### config.mk
export PLATFORM = sky130hd
export DESIGN_NAME = pid_output_limiter
export DESIGN_NICKNAME = d
export VERILOG_FILES = /design/src/rtl/pid_output_limiter.sv
export SDC_FILE = /design/constraint.sdc
export NUM_CORES = 1
export LEC_CHECK = 0
export BUFFER_PORTS_ARGS = -buffer_cell sky130_fd_sc_hd__buf_2
export CAP_MARGIN = 30
export CORE_MARGIN = 2
export CORE_UTILIZATION = 35
export CTS_BUF_LIST = sky130_fd_sc_hd__clkbuf_16
export CTS_CLUSTER_DIAMETER = 100
export DETAILED_ROUTE_END_ITERATION = 8
export PLACE_DENSITY_LB_ADDON = 0.25
export SKIP_LAST_GASP = 1
export SLEW_MARGIN = 10
export SYNTH_ARGS = -nofsm -noshare
export SYNTH_HDL_FRONTEND = slang
export SYNTH_SLANG_ARGS = --single-unit
export TNS_END_PERCENT = 50
### constraint.sdc
create_clock -name clk -period 6.3 [get_ports clk]
set_input_delay 0.63 -clock clk [delete_from_list [all_inputs] [get_ports clk]]
set_output_delay 0.63 -clock clk [all_outputs]
set_load 0.05 [all_outputs]
### src/rtl/pid_output_limiter.sv
// pid_output_limiter: shift, clamp and slew-limit a PID result into a DAC word, with soft start/stop and hold.
// Define PID_LIMITER_STATS_EN to add sat_clr/sat_count saturation statistics.
module pid_output_limiter #(
  parameter int IN_WIDTH    = 29,
  parameter int OUT_WIDTH   = 14,
  parameter int SHIFT_WIDTH = 5,
  parameter int STEP_WIDTH  = 14
) (
  input  logic                        clk,
  input  logic                        rst,
  input  logic                        enable,
  input  logic                        hold,
  input  logic signed [IN_WIDTH-1:0]  din,
  input  logic [SHIFT_WIDTH-1:0]      shift,
  input  logic signed [OUT_WIDTH-1:0] min_val,
  input  logic signed [OUT_WIDTH-1:0] max_val,
  input  logic [STEP_WIDTH-1:0]       max_step,
`ifdef PID_LIMITER_STATS_EN
  input  logic                        sat_clr,
  output logic [31:0]                 sat_count,
`endif
  output logic signed [OUT_WIDTH-1:0] dout,
  output logic                        saturated,
  output logic                        slewing,
  output logic [1:0]                  state
);
  typedef enum logic [1:0] {OFF, RAMP, TRACK, HOLD} state_t;
  state_t                      r_state;
  logic signed [IN_WIDTH-1:0]  r_s1;
  logic signed [OUT_WIDTH-1:0] r_target, r_dout;
  logic                        r_sat2, r_sat, r_slew;
  logic signed [IN_WIDTH-1:0]  w_min, w_max;
  logic                        w_inv, w_lo, w_hi;
  logic signed [OUT_WIDTH-1:0] w_target, w_goal, w_stepped, w_next;
  logic signed [OUT_WIDTH:0]   w_diff;
  logic [OUT_WIDTH:0]          w_mag;
  logic                        w_lim;
  assign w_min    = {{(IN_WIDTH-OUT_WIDTH){min_val[OUT_WIDTH-1]}}, min_val};
  assign w_max    = {{(IN_WIDTH-OUT_WIDTH){max_val[OUT_WIDTH-1]}}, max_val};
  assign w_inv    = min_val > max_val;
  assign w_lo     = r_s1 < w_min;
  assign w_hi     = r_s1 > w_max;
  assign w_target = (w_inv || w_lo) ? min_val : w_hi ? max_val : r_s1[OUT_WIDTH-1:0];
  // Soft stop steers toward zero; otherwise toward the clamped target.
  assign w_goal    = enable ? r_target : '0;
  assign w_diff    = {w_goal[OUT_WIDTH-1], w_goal} - {r_dout[OUT_WIDTH-1], r_dout};
  assign w_mag     = w_diff[OUT_WIDTH] ? -w_diff : w_diff;
  assign w_lim     = (max_step != '0) && (w_mag > (OUT_WIDTH+1)'(max_step));
  assign w_stepped = w_diff[OUT_WIDTH] ? r_dout - OUT_WIDTH'(max_step) : r_dout + OUT_WIDTH'(max_step);
  assign w_next    = w_lim ? w_stepped : w_goal;
  always_ff @(posedge clk or posedge rst) begin
    if (rst) begin
      r_s1     <= '0;
      r_target <= '0;
      r_sat2   <= 1'b0;
      r_sat    <= 1'b0;
      r_slew   <= 1'b0;
      r_dout   <= '0;
      r_state  <= OFF;
    end else begin
      r_s1     <= din >>> shift;
      r_target <= w_target;
      r_sat2   <= w_inv | w_lo | w_hi;
      r_sat    <= r_sat2;
      if (!enable) begin
        r_state <= OFF;
        r_dout  <= w_next;
        r_slew  <= w_lim;
      end else begin
        r_slew <= 1'b0;
        case (r_state)
          OFF:   r_state <= hold ? HOLD : RAMP;
          RAMP:  if (hold) r_state <= HOLD;
                 else begin
                   r_dout  <= w_next;
                   r_slew  <= w_lim;
                   r_state <= w_lim ? RAMP : TRACK;
                 end
          TRACK: if (hold) r_state <= HOLD;
                 else r_dout <= r_target;
          HOLD:  if (!hold) r_state <= RAMP;
        endcase
      end
    end
  end
  assign dout      = r_dout;
  assign saturated = r_sat;
  assign slewing   = r_slew;
  assign state     = r_state;
`ifdef PID_LIMITER_STATS_EN
  logic [31:0] r_sat_count;
  always_ff @(posedge clk or posedge rst) begin
    if (rst) r_sat_count <= '0;
    else if (sat_clr) r_sat_count <= '0;
    else if (r_sat && ~&r_sat_count) r_sat_count <= r_sat_count + 32'd1;
  end
  assign sat_count = r_sat_count;
`endif
endmodule

==> flow_summary.json, run 1 <==
{
  "final.setup.tns_ps": 0,
  "reg2regPathDepth": 21,
  "netlist_instances": 940,
  "drt_first_pass_iters": 5,
  "drv_slew": 0,
  "setup_violations": 0,
  "slew_headroom_pct": 44.8,
  "numCtsBuffers": 9,
  "r2r_slack_ps": 1020,
  "finalHoldViolations": 0,
  "core_area_um2": 21600,
  "postLayoutCoreUtil_pct": 40.1,
  "cts_buffer_depth": 2,
  "fin_area_um2": 8660,
  "cts_setup_buffers": 0,
  "dpl-instance-area_um2": 8370,
  "clockRootBuffer": "clkbuf_16",
  "tightest_slew_ps": 828,
  "synth-seq-area-share_pct": 20.3,
  "ys_warn_count": 0,
  "die_h_um": 152,
  "start_util_pct": 35.3,
  "synth-seq-cells": 62,
  "worstPathArrival_ps": 5670,
  "clock_sinks": 62,
  "worst_clock_skew_ps": 9.99,
  "wl_mm": 21.0,
  "nets": 1216,
  "drt_iter0_markers": 343,
  "status": "finished clean",
  "wl_per_cell_um": 16.1,
  "io_pins": 98,
  "dieWidth_um": 152,
  "end_kind": "flip-flop",
  "hold_start": "r_sat2",
  "syn_area_um2": 7630,
  "postCtsResizedCells": 0,
  "cp_cell_sequence": "buf_2, nand2_1, ha_1, inv_1, fa_1, a211oi_2, nor2_1, xnor2_1, o2111ai_2, or3_2, nand2_1, xnor2_1, ha_1, a21o_1, a21oi_1, o21ai_0, a2111oi_0, a21oi_1, o21ai_1, nor2_2, and3_1, or4_1",
  "critPathTopFamily": "compound AO/OA/AOI/OAI gates",
  "crit_fanout": 19,
  "min_path_type": "flip-flop to flip-flop",
  "dp_hpwl_mm": 17.5,
  "io_buffers": 97,
  "drv_cap": 0,
  "vias_per_cell": 5.29,
  "max-vdd-ir-drop_mv": 0.216,
  "p_leak_uw": 0.00422,
  "overflow": 0,
  "syn_area_per_cell_um2": 8.12,
  "antenna_found_initial": 0,
  "fmax_mhz": 183,
  "grt_pass1_wl_mm": 33.6,
  "power_uw": 3720,
  "drive_gt1_share_pct": 15.1,
  "grt_max_degree": 63,
  "cts_tree": "built",
  "worstSetupStartpoint": "enable",
  "antenna_cells": 0,
  "crit_required_ps": 6510,
  "critPathLaunchType": "input port",
  "vias": 6896,
  "whs_path_depth": 0,
  "rsz0062_at_grt": "no",
  "worstReg2RegEnd": "dout[13]",
  "die-area_um2": 23000,
  "min_to": "saturated",
  "synth.distinct_cells": 72,
  "drcViolationCount": 0,
  "synth_most_common_cell": "ha_1",
  "synth.area.top_cells": "dfrtp_1, ha_1, mux2i_1",
  "synthArstFlopShare_pct": 100,
  "cpPeakStageDelay_ps": 510,
  "critical-path-slowest-cell": "or4_1",
  "ctsHtreeMaxLevel": 3,
  "num_rows": 54,
  "synth_edf_count": 0,
  "synth_nets": 1137,
  "min_period_ps": 5460,
  "cts_hold_buf": 0,
  "synth_top_area_cell": "dfrtp_1",
  "synthTopCellsByCount": "ha_1, nand2_1, inv_1, o21ai_0, a21oi_1",
  "first_global_vias": 6752,
  "r2r_start": "r_target[0]",
  "area_growth_pct": 13.5,
  "ant_nets": 0,
  "crit_buf_inv": 2,
  "synthFlopType": "dfrtp_1",
  "crit_type": "input port to flip-flop",
  "clk_pin_slew_worst_paths_ps": 60,
  "gp_congestion": 0.882,
  "worstSkewPairLatency_ps": 340,
  "power.density_nw_per_um2": 430,
  "grtUsageTotal_pct": 18.6,
  "period_share_pct": 86.7,
  "synth_top_area_share_pct": 20.3
}
[how the worst max path moves through the flow]
stage | depth (start not counted) | to | slack [ps]
2_1_floorplan | 23 | dout[13] | 920
6_report | 22 | dout[13] | 840
4_1_cts | 22 | dout[13] | 850
3_3_place_gp | 22 | dout[13] | 690
3_5_place_dp | 22 | dout[13] | 510
5_1_grt | 22 | dout[13] | 260
[worst register-to-register path: stages (launching register included)]
cell       delay [ps]
dfrtp_1           370
nand2_1            90
ha_1              180
inv_1              60
fa_1              430
a211oi_2          340
nor2_1            130
xnor2_1           230
o2111ai_2         220
or3_2             470
nand2_1            90
xnor2_1           130
ha_1              270
a21o_1            160
a21oi_1           130
o21ai_0            90
a2111oi_0         400
a21oi_1           240
o21ai_1           280
nor2_2            130
and3_1            190
or4_1             510
[through the flow]
step | setup WS, ps | hold WS, ps | instances
floorplan | 918 | 331 | 940
global placement | 686 | 337 | 1287
detailed placement | 505 | 353 | 1288
CTS | 848 | 360 | 1304
global route | 261 | 364 | 1304
finish | 840 | 357 | 1304
[cell type report]
class                   instances  area, µm²
clock inverters                 7       66.3
fillers                      2324      13000
clock buffers                   9        225
multi-input cells             755       5610
inverters                      89        334
repair buffers                102        531
flip-flops and latches         62       1550
well taps                     280        350
[sequential cells by signal (all words and copies together) (netlist names)]
register   cells
dout          14
r_s1          29
r_sat2         1
r_target      14
saturated      1
slewing        1
state          2
[layer usage]
metal  vias up  wire length, µm  GRT usage (%)
met4         0              398           4.86
met3        24              709           2.37
met5         -                0              0
met2       119            10700           34.1
li1       3538                -              -
met1      3215             9180           22.9
[cell usage in the layout (no fill, tap or decap), types with 5 or more instances in the layout]
cell,instances
nand4_1,10
nand2b_1,13
nor2b_1,18
a31oi_1,7
mux2i_1,57
a22oi_1,9
o211ai_1,5
nand3_1,15
a2111oi_0,6
a21o_1,18
dfrtp_1,62
xor2_1,6
o21bai_1,5
ha_1,115
mux2_2,9
inv_1,88
nor2_1,55
o31ai_1,5
a211oi_1,10
nand2_1,96
o21ai_0,83
o21a_1,13
and3_1,9
nor3_1,12
buf_2,97
xnor2_1,38
clkbuf_16,9
a21oi_1,74
[logic make-up (layout without fill, tap and decap cells)]
logic type	Yosys count	after routing	share of synthesized area (%)
flip-flops	62	62	20.3
adder cells (fa/ha/maj)	117	117	19.4
multiplexers	70	70	9.99
XOR/XNOR	45	45	5.26
buffers and inverters	123	207	6.20
AND/OR/NAND/NOR	249	249	15.4
AO/OA/AOI/OAI	274	274	23.4
[report_power, final]
part,total [µW],switching [µW],internal [µW],leakage [µW]
Sequential,570,85.2,485,0.000738
Combinational,2670,1620,1050,0.00334
Clock,488,185,303,0.000140
Total,3720,1890,1840,0.00422
(Power assumes the default switching activity.)
==> run 2, diff against run 1 <==
ABC_AREA = 1   (was unset)
CORE_MARGIN = 8   (was 2)
==> run 2 against run 1 <==
Register-to-register slack better by 770 ps. Cell area is 7.5% higher. Non-clock buffer count is 2 lower. Cell count up 31%. Synthesized cell count rose by 39%. Die area is 25% higher. Largest cell class unchanged.
==> flow_summary.json, run 2 <==
{
  "synth_nets": 1505,
  "gp_congestion": 0.903,
  "ys_warn_count": 0,
  "dieWidth_um": 170,
  "core_area_um2": 23300,
  "drv_slew": 0,
  "fmax_mhz": 214,
  "die_h_um": 170,
  "cts_buffer_depth": 2,
  "critPathLaunchType": "input port",
  "grtUsageTotal_pct": 16.4,
  "die-area_um2": 28700,
  "crit_type": "input port to flip-flop",
  "grt_pass1_wl_mm": 39.0,
  "antenna_found_initial": 0,
  "num_rows": 56,
  "rsz0062_at_grt": "no",
  "wl_per_cell_um": 13.9,
  "regMostFlops": "r_s1",
  "cts_hold_buf": 0,
  "postCtsResizedCells": 0,
  "critical-path-slowest-cell": "fa_1",
  "overflow": 0,
  "syn_area_um2": 8250,
  "final_cells": 1703,
  "netlist_instances": 1308,
  "worstPathArrival_ps": 4890,
  "synthTopCellsByCount": "nand2_1, inv_1, nand3_1, ha_1, nor2_1",
  "setup_violations": 0,
  "final_cell_mix": "nand2_1, inv_1, nand3_1",
  "layout_commonest_cell": "nand2_1",
  "crit_buf_inv": 4,
  "io_pins": 98,
  "drt_iter0_markers": 395,
  "finalHoldViolations": 0,
  "crit_required_ps": 6520,
  "ant_nets": 0,
  "cts_setup_buffers": 0,
  "ctsHtreeMaxLevel": 3,
  "synth_top_area_cell": "dfrtp_1",
  "nets": 1575,
  "slew_headroom_pct": 37.7,
  "min_period_ps": 4670,
  "clk_pin_slew_worst_paths_ps": 60,
  "worst_clock_skew_ps": 8.64,
  "io_buffers": 97,
  "wl_mm": 23.6,
  "synth-seq-cells": 62,
  "vias_per_cell": 4.92,
  "synth_most_common_cell": "nand2_1",
  "crit_top_cell": "nand2_1",
  "min_path_type": "flip-flop to flip-flop",
  "status": "finished clean",
  "drive_gt1_share_pct": 10.9,
  "synth-seq-area-share_pct": 18.8,
  "vias": 8378,
  "synthArstFlopShare_pct": 100,
  "critPathTopFamily": "simple AND/OR/NAND/NOR gates",
  "end_kind": "flip-flop",
  "grt_max_degree": 63,
  "synth.area.top_cells": "dfrtp_1, ha_1, nand2_1",
  "final.setup.tns_ps": 0,
  "max-vdd-ir-drop_mv": 0.271,
  "synth_edf_count": 0,
  "period_share_pct": 74.2,
  "cts_tree": "built",
  "drv_cap": 0,
  "synth.distinct_cells": 45,
  "synthFlopType": "dfrtp_1",
  "syn_area_per_cell_um2": 6.30,
  "worstSkewPairLatency_ps": 330,
  "numCtsBuffers": 9,
  "first_global_vias": 8274,
  "synth_top_area_share_pct": 18.8,
  "power_uw": 4500,
  "drcViolationCount": 0,
  "dp_hpwl_mm": 19.7,
  "cpPeakStageDelay_ps": 420,
  "power.density_nw_per_um2": 483,
  "largest_reg_flops": 29,
  "fillers": 2581,
  "start_util_pct": 35.3,
  "clock_sinks": 62,
  "clockRootBuffer": "clkbuf_16",
  "dpl.cell_count": 1685,
  "p_leak_uw": 0.00517,
  "drt_first_pass_iters": 4,
  "tightest_slew_ps": 933,
  "area_growth_pct": 12.9,
  "crit_fanout": 17
}
## run 2: cell count changes in the layout (fill, tap and decap cells not counted), sizes merged, moves of 9 or more
cell    before  now
mux2         9    0
nand4       10   21
nor2b       18    0
nand2b      13    0
xor2         6   34
nand3       15  120
a21o        18    2
nor2        56   92
xnor2       39    4
mux2i       57    7
a211oi      13    1
inv         90  180
nand2       96  392
## run 2: through the flow
stage	setup slack, ps	hold WS [ps]	utilization [%]	cell area (µm²)
after CTS	1640	356	39.8	9300
after global placement	1460	339	38.5	8970
after global routing	1150	378	39.9	9310
final	1630	355	39.9	9310
after detailed placement	1310	338	38.5	8970
after floorplan	2040	331	-	8250
## run 2: cell families (layout without fill, tap and decap cells)
logic type      after synthesis  in the layout  share of synthesized area [%]
simple gates                653            653                           34.2
buf+inv                     224            299                           10.4
compound gates              207            207                           13.7
fa+ha+maj                   117            117                           17.9
flops                        62             62                           18.8
xor+xnor                     38             38                           4.04
mux                           7              7                          0.850
other cells                   0              1                              0
## run 2: layout make-up
class	count	area [µm²]	share of cell area (%)
Timing Repair Buffer	100	512	5.50
Inverter	183	687	7.38
Multi-Input combinational cell	1022	5840	62.7
Sequential cell	62	1550	16.7
Clock inverter	7	97.6	1.05
Clock buffer	9	225	2.42
Tap cell	319	399	4.29
Antenna cell	1	2.50	0.0269
## run 2: metal layers
metal | vias to the layer above | global-route usage [%] | share of wire [%]
met5 | - | 0 | 0
met4 | 0 | 5.54 | 2.5
met3 | 40 | 2.42 | 4.0
met2 | 175 | 29.9 | 49
met1 | 3730 | 19.2 | 44
li1 | 4433 | - | -
## run 2: worst paths after layout
kind	from	cells after the start	end	slack (ps)
max	enable	31	dout[1]	1630
min	r_sat2	0	saturated	350
max reg2reg	r_target[0]	30	dout[1]	1790
min reg2reg	r_sat2	0	saturated	350
max in group asynchronous	rst	3	r_s1[15]	5250
min in group asynchronous	rst	3	dout[0]	520
## run 2: where the power goes
group          internal (µW)  switching [µW]  leakage (µW)  total (µW)
combinational           1180            2190       0.00427        3370
clock                    348             193      0.000154         541
sequential               491            98.9      0.000745         590
total                   2020            2480       0.00517        4500
